[config.mk]
export PLATFORM = sky130hd
export DESIGN_NAME = fifo_wr_ctrl
export DESIGN_NICKNAME = d
export VERILOG_FILES = /design/src/rtl/fifo_pkg.sv /design/src/rtl/fifo_gray2bin.sv /design/src/rtl/fifo_wr_ctrl.sv
export SDC_FILE = /design/constraint.sdc
export NUM_CORES = 1
export LEC_CHECK = 0
export CAP_MARGIN = 10
export CORE_MARGIN = 10
export CORE_UTILIZATION = 42
export DETAILED_ROUTE_END_ITERATION = 8
export GPL_TIMING_DRIVEN = 0
export PLACE_DENSITY = 0.85
export SLEW_MARGIN = 10
export SYNTH_ARGS = -nofsm -noshare
export SYNTH_HDL_FRONTEND = slang
export SYNTH_SLANG_ARGS = --single-unit
[constraint.sdc]
create_clock -name w_clk -period 2.35 [get_ports w_clk]
set_input_delay 0.5875 -clock w_clk [delete_from_list [all_inputs] [get_ports w_clk]]
set_output_delay 0.5875 -clock w_clk [all_outputs]
set_load 0.005 [all_outputs]
[src/rtl/fifo_pkg.sv]
// -----------------------------------------------------------------------------
// fifo_pkg
// Shared helpers for the asynchronous FIFO pointer logic.
//   fifo_depth : number of entries for a given address width (2**addr_w)
//   bin2gray   : binary -> Gray code, valid for the low 'width' bits
//   gray2bin   : Gray -> binary code, MSB-first XOR prefix over 'width' bits
// Both conversions operate on a MaxW-bit container; bits at and above 'width'
// are forced to zero so callers can cast the result down to their own width.
// -----------------------------------------------------------------------------
package fifo_pkg;

    localparam int unsigned MaxW = 32;

    function automatic int unsigned fifo_depth(input int unsigned addr_w);
        return 32'd1 << addr_w;
    endfunction

    function automatic logic [MaxW-1:0] width_mask(input int unsigned width);
        logic [MaxW-1:0] m;
        m = '0;
        for (int i = 0; i < MaxW; i++) begin
            if (i < width) m[i] = 1'b1;
        end
        return m;
    endfunction

    function automatic logic [MaxW-1:0] bin2gray(input logic [MaxW-1:0] bin,
                                                 input int unsigned     width);
        logic [MaxW-1:0] b;
        b = bin & width_mask(width);
        return b ^ (b >> 1);
    endfunction

    function automatic logic [MaxW-1:0] gray2bin(input logic [MaxW-1:0] gray,
                                                 input int unsigned     width);
        logic [MaxW-1:0] g;
        logic [MaxW-1:0] b;
        g = gray & width_mask(width);
        b = g;
        // Each binary bit is the XOR of all Gray bits at or above it.
        for (int i = MaxW - 2; i >= 0; i--) begin
            b[i] = b[i+1] ^ g[i];
        end
        return b;
    endfunction

endpackage

[src/rtl/fifo_gray2bin.sv]
// -----------------------------------------------------------------------------
// fifo_gray2bin
// Purely combinational Gray-to-binary converter, shared by the write- and
// read-side FIFO controllers.
//   Width   : pointer width in bits (>= 1)
//   gray_i  : Gray-coded input
//   bin_o   : binary equivalent
// -----------------------------------------------------------------------------
module fifo_gray2bin #(
    parameter int unsigned Width = 4
) (
    input  logic [Width-1:0] gray_i,
    output logic [Width-1:0] bin_o
);

    logic [Width-1:0] bin;

    // MSB-first prefix: bin[i] = bin[i+1] ^ gray[i].
    always_comb begin
        bin = gray_i;
        for (int i = int'(Width) - 2; i >= 0; i--) begin
            bin[i] = bin[i+1] ^ gray_i[i];
        end
    end

    assign bin_o = bin;

endmodule

[src/rtl/fifo_wr_ctrl.sv]
// -----------------------------------------------------------------------------
// fifo_wr_ctrl
// Write-side controller of the asynchronous FIFO (write clock domain).
// Owns the binary/Gray write pointers, drives the memory write port and
// produces registered full / almost-full flags, a fill level and a sticky
// overflow flag from the read pointer already synchronised into w_clk.
//
// Parameters
//   ADDR_W       : memory address width, DEPTH = 2**ADDR_W (ADDR_W >= 2)
//   AFULL_THRESH : level at or above which almost_full asserts (1..DEPTH)
// Ports
//   w_clk, w_rstn : write clock, asynchronous active-low reset
//   w_inc         : write request
//   w_clr_ovf     : clears the sticky overflow flag
//   sync_rd_ptr   : synchronised Gray read pointer
//   w_en, w_addr  : memory write enable (combinational) and address
//   gray_w_ptr    : registered Gray write pointer towards the read domain
//   full          : registered full flag
//   almost_full   : registered, level >= AFULL_THRESH
//   w_level       : registered fill level, 0..DEPTH
//   overflow      : sticky, a write was attempted while full
// -----------------------------------------------------------------------------
module fifo_wr_ctrl
    import fifo_pkg::*;
#(
    parameter int unsigned ADDR_W       = 3,
    parameter int unsigned AFULL_THRESH = 6
) (
    input  logic              w_clk,
    input  logic              w_rstn,
    input  logic              w_inc,
    input  logic              w_clr_ovf,
    input  logic [ADDR_W:0]   sync_rd_ptr,
    output logic              w_en,
    output logic [ADDR_W-1:0] w_addr,
    output logic [ADDR_W:0]   gray_w_ptr,
    output logic              full,
    output logic              almost_full,
    output logic [ADDR_W:0]   w_level,
    output logic              overflow
);

    localparam int unsigned PtrW  = ADDR_W + 1;
    localparam int unsigned Depth = fifo_depth(ADDR_W);

    // State
    logic [PtrW-1:0] wbin_q, wbin_d;
    logic [PtrW-1:0] gray_q, gray_d;
    logic [PtrW-1:0] level_q, level_d;
    logic            full_q, full_d;
    logic            afull_q, afull_d;
    logic            ovf_q, ovf_d;

    // Combinational
    logic            accept;
    logic [PtrW-1:0] rbin;
    logic [PtrW-1:0] full_cmp;

    fifo_gray2bin #(
        .Width (PtrW)
    ) u_rd_gray2bin (
        .gray_i (sync_rd_ptr),
        .bin_o  (rbin)
    );

    assign accept = w_inc & ~full_q;

    // Full when the write pointer is one lap ahead of the read pointer: in
    // Gray code that means the two MSBs differ and the rest match.
    assign full_cmp = {~sync_rd_ptr[ADDR_W:ADDR_W-1], sync_rd_ptr[ADDR_W-2:0]};

    always_comb begin
        wbin_d  = wbin_q + PtrW'(accept);
        gray_d  = PtrW'(bin2gray(MaxW'(wbin_d), PtrW));
        // Modular difference of two pointers that are at most one lap apart.
        level_d = wbin_d - rbin;
        full_d  = (gray_d == full_cmp);
        afull_d = (level_d >= PtrW'(AFULL_THRESH));

        // A blocked write sets the flag; set has priority over clear.
        ovf_d = ovf_q;
        if (w_inc && full_q) begin
            ovf_d = 1'b1;
        end else if (w_clr_ovf) begin
            ovf_d = 1'b0;
        end
    end

    always_ff @(posedge w_clk or negedge w_rstn) begin
        if (!w_rstn) begin
            wbin_q  <= '0;
            gray_q  <= '0;
            level_q <= '0;
            full_q  <= 1'b0;
            afull_q <= 1'b0;
            ovf_q   <= 1'b0;
        end else begin
            wbin_q  <= wbin_d;
            gray_q  <= gray_d;
            level_q <= level_d;
            full_q  <= full_d;
            afull_q <= afull_d;
            ovf_q   <= ovf_d;
        end
    end

    assign w_en        = accept;
    assign w_addr      = wbin_q[ADDR_W-1:0];
    assign gray_w_ptr  = gray_q;
    assign full        = full_q;
    assign almost_full = afull_q;
    assign w_level     = level_q;
    assign overflow    = ovf_q;

    // The Gray-compare full and the level-derived full must never disagree.
    a_full_forms_agree : assert property (
        @(posedge w_clk) disable iff (!w_rstn)
        full_d == (level_d == PtrW'(Depth))
    );

endmodule

==> impl_summary.log <==
[metrics] CTS Hold Buffers Added: 0
[metrics] tightest slew margin relative to the limit: 59.06%
[metrics] sequential cell area fraction in the yosys report: 48.61%
[metrics] startpoint type of the worst setup path: primary input
[metrics] run status: finished, final reports clean
[metrics] DRC violations left: 0
[metrics] Sinks on Clock Net: 14
[metrics] Mapped Nets: 74
[metrics] internal power consumption: 1.181 mW
[metrics] Starting Density: 46.23%
[metrics] clock tree buffer depth: 2
[metrics] CP Max Fanout: 2
[metrics] Total Nets Final: 107
[metrics] vias in the first global route: 558
[metrics] largest stage delay on the critical path: 0.52 ns
[metrics] Worst Setup Slack, final: 0.06380 ns
[metrics] area of the mapped netlist: 720.7 µm²
[metrics] remaining number of nets flagged by the antenna check after routing: 0
[metrics] number of antenna cells inserted: 0
[metrics] final HPWL from detailed placement: 1316 µm
[metrics] most area-hungry cell type in the Yosys netlist: sky130_fd_sc_hd__dfrtp_1
[metrics] Sw Share: 38.81%
[metrics] worst hold-check slack: 0.5303 ns
[metrics] initial antenna violation count: 0
[metrics] leading post-synthesis cells by instance count: sky130_fd_sc_hd__dfrtp_1, sky130_fd_sc_hd__xnor2_1, sky130_fd_sc_hd__inv_1
[metrics] share of the core filled with cells in the final layout: 71.51%
[metrics] Setup crit end kind: register
[metrics] Maximum Capacitance Violations: 0
[metrics] worst hold path type: register to register
[metrics] most frequent cell after synthesis: sky130_fd_sc_hd__dfrtp_1
[metrics] clock tree from TritonCTS: yes
[metrics] pins over their slew limit: 0
[metrics] initial DRC count: 2
[metrics] Core Footprint: 1559 µm²
[metrics] total routing usage reported by global routing: 9.574%
[metrics] post-route minimum period: 2.286 ns
[metrics] list of cells traversed by the critical path: buf_2 > xnor2_4 > xor2_2 > xnor2_2 > ha_4 > fa_1 > inv_2 > and3_4 > a31oi_4 > o211ai_1
[metrics] global-route wire length before repair: 2601 µm
[metrics] pre-CTS setup slack: -0.7954 ns
[metrics] Chip Height: 61.43 µm
[metrics] Vias: 559
[metrics] PwrDens: 1732 nW/µm²
[metrics] dominant delay contributor by cell family on the critical path: adder cells
[metrics] warnings from Yosys: 0
[metrics] Final Total Pwr: 1.930 mW
[metrics] commonest register cell after synthesis: sky130_fd_sc_hd__dfrtp_1
[metrics] fmax: 437.4 MHz
[metrics] Setup Skew: 0.005830 ns
[metrics] worst endpoint required time: 2.51 ns
[metrics] synthesized netlist cell count: 60
[metrics] net switching component of the power: 749.1 µW
[metrics] DR vias/cell: 5.224
[metrics] Final period util: 97.28%
[metrics] number of unique standard cell types used by synthesis: 22
[metrics] Top Ports: 23
[metrics] flop and latch count out of synthesis: 14
[metrics] Sequential Power Share: 23.8%
[metrics] Worst Tran Pin Value: 0.6122 ns
[metrics] top post-synthesis cells by area: sky130_fd_sc_hd__dfrtp_1, sky130_fd_sc_hd__xnor2_1, sky130_fd_sc_hd__ha_1
[metrics] htree depth: 1
[metrics] wire length after detailed routing: 1777 µm
[metrics] count of input and output buffers: 22
[metrics] buffers and inverters on the worst path: 2
[metrics] layout cells sized above 1: 27.47%
[metrics] share of the synthesized area in the top cell type: 48.61%
[metrics] part of the total power dissipated in combinational logic: 69.4%
[metrics] share of power burned in the clock network: 6.8%
[metrics] grt total ovfl: 0
[metrics] Row Count: 14
[metrics] layout overhead on the synthesized area: 54.69%
[metrics] asr flop ratio synth: 100.0%
[metrics] leakage power of the design: 0.4852 nW
[metrics] number of hold violations in the final report: 0
[metrics] cell with the largest stage delay on the worst path: sky130_fd_sc_hd__fa_1
[metrics] clock latency on the worst-skew pair: 0.28 ns
[metrics] WL per Instance: 16.61 µm
[metrics] Peak VDD IR: 0.7807 mV
[metrics] clock transition at the register clock pins on the worst setup and hold paths after CTS: 0.08 ns
[metrics] WP data arrival: 2.45 ns
[metrics] number of clock buffers inserted by TritonCTS: 3
[metrics] path type of the worst setup path: primary input to register
[metrics] pin count of the biggest net entering global routing: 15
[metrics] horizontal extent of the die: 61.43 µm
[metrics] number of enable-type register cells in the synthesized netlist: 0
[metrics] number of search-and-repair iterations in the first detailed-routing pass: 2
[metrics] placer's final routability congestion estimate: 0.7808
[metrics] final setup vio count: 0
[metrics] syn_area_per_cell: 12.01 µm²
[metrics] setup TNS after final layout: 0 ns
[metrics] die area: 3773 µm²
[metrics] root buffer selected by CTS: sky130_fd_sc_hd__clkbuf_4
layer usage:
layer,routed length [µm],track usage (%),share of wire (%)
met1,686,9.939,39
met2,870,15.53,49
met3,137,2.058,7.7
met4,84,9.554,4.7
met5,0,0,0
power groups by stage:
stage,combinational [mW],sequential [mW],clock [mW]
3_3_place_gp,1.09,0.454,0
5_1_grt,1.45,0.474,0.144
2_1_floorplan,0.701,0.469,0
6_report,1.34,0.459,0.132
4_1_cts,1.17,0.461,0.138
3_5_place_dp,1.13,0.461,0
area by class of cell:
cell class | count | area [µm²]
Tap cell | 16 | 20.02
Multi-Input combinational cell | 38 | 439.2
Fill cell | 116 | 444.2
Sequential cell | 14 | 350.3
Timing Repair Buffer | 28 | 252.7
Clock buffer | 3 | 22.52
Inverter | 8 | 30.03
tightest hold or removal path, cell delays in order (launching register included):
cell	delay (ns)
sky130_fd_sc_hd__dfrtp_1	0.38
sky130_fd_sc_hd__inv_1	0.05
sky130_fd_sc_hd__o21ai_0	0.07
kinds of logic after synthesis:
logic type	Yosys count	share of synthesized area [%]
XOR/XNOR	16	20.49
adder cells (fa/ha/maj)	6	11.46
flip-flops	14	48.61
AND/OR/NAND/NOR	6	4.515
buffers and inverters	8	4.167
AO/OA/AOI/OAI	9	9.376
multiplexers	1	1.389
final timing paths:
kind | to | start | depth (start not counted) | slack, ns
setup / recovery | almost_full$_DFF_PN0_ | sync_rd_ptr[3] | 10 | 0.06
min in group asynchronous | w_level[2]$_DFF_PN0_ | w_rstn | 1 | 0.69
hold reg to reg | overflow$_DFFE_PN0P_ | overflow$_DFFE_PN0P_ | 2 | 0.53
max in group asynchronous | wbin_q[1]$_DFF_PN0_ | w_rstn | 1 | 1.26
hold / removal | overflow$_DFFE_PN0P_ | overflow$_DFFE_PN0P_ | 2 | 0.53
setup reg to reg | w_level[3]$_DFF_PN0_ | full$_DFF_PN0_ | 8 | 0.25
stage by stage:
stage / cells / area, µm²
after floorplan: 60 / 758.2
after global placement: 98 / 998.5
after detailed placement: 98 / 998.5
after CTS: 105 / 1062
after global routing: 107 / 1115
final: 107 / 1115
sequential cells by signal, summed over array words and instances (netlist names):
register / cells
almost_full: 1
full: 1
gray_w_ptr: 4
overflow: 1
w_level: 4
wbin_q: 3
what timing repair did:
action,CTS,global route
cloned,0,0
setup endpoints to repair,6,1
gates resized for setup,13,6
pin swaps,9,6
buffers inserted,4,2
cells in the final DEF (no fill, tap or decap), types with 2 or more instances in the layout:
| cell type | count |
|---|---|
| sky130_fd_sc_hd__xor2_2 | 2 |
| sky130_fd_sc_hd__xnor2_1 | 8 |
| sky130_fd_sc_hd__ha_1 | 2 |
| sky130_fd_sc_hd__dfrtp_1 | 14 |
| sky130_fd_sc_hd__nand3_1 | 2 |
| sky130_fd_sc_hd__inv_2 | 3 |
| sky130_fd_sc_hd__ha_4 | 3 |
| sky130_fd_sc_hd__inv_1 | 5 |
| sky130_fd_sc_hd__buf_4 | 6 |
| sky130_fd_sc_hd__xor2_1 | 4 |
| sky130_fd_sc_hd__clkdlybuf4s50_1 | 18 |
| sky130_fd_sc_hd__dlygate4sd2_1 | 2 |
| sky130_fd_sc_hd__clkbuf_4 | 3 |
| sky130_fd_sc_hd__buf_2 | 2 |
Power figures use the tool's default switching activity.
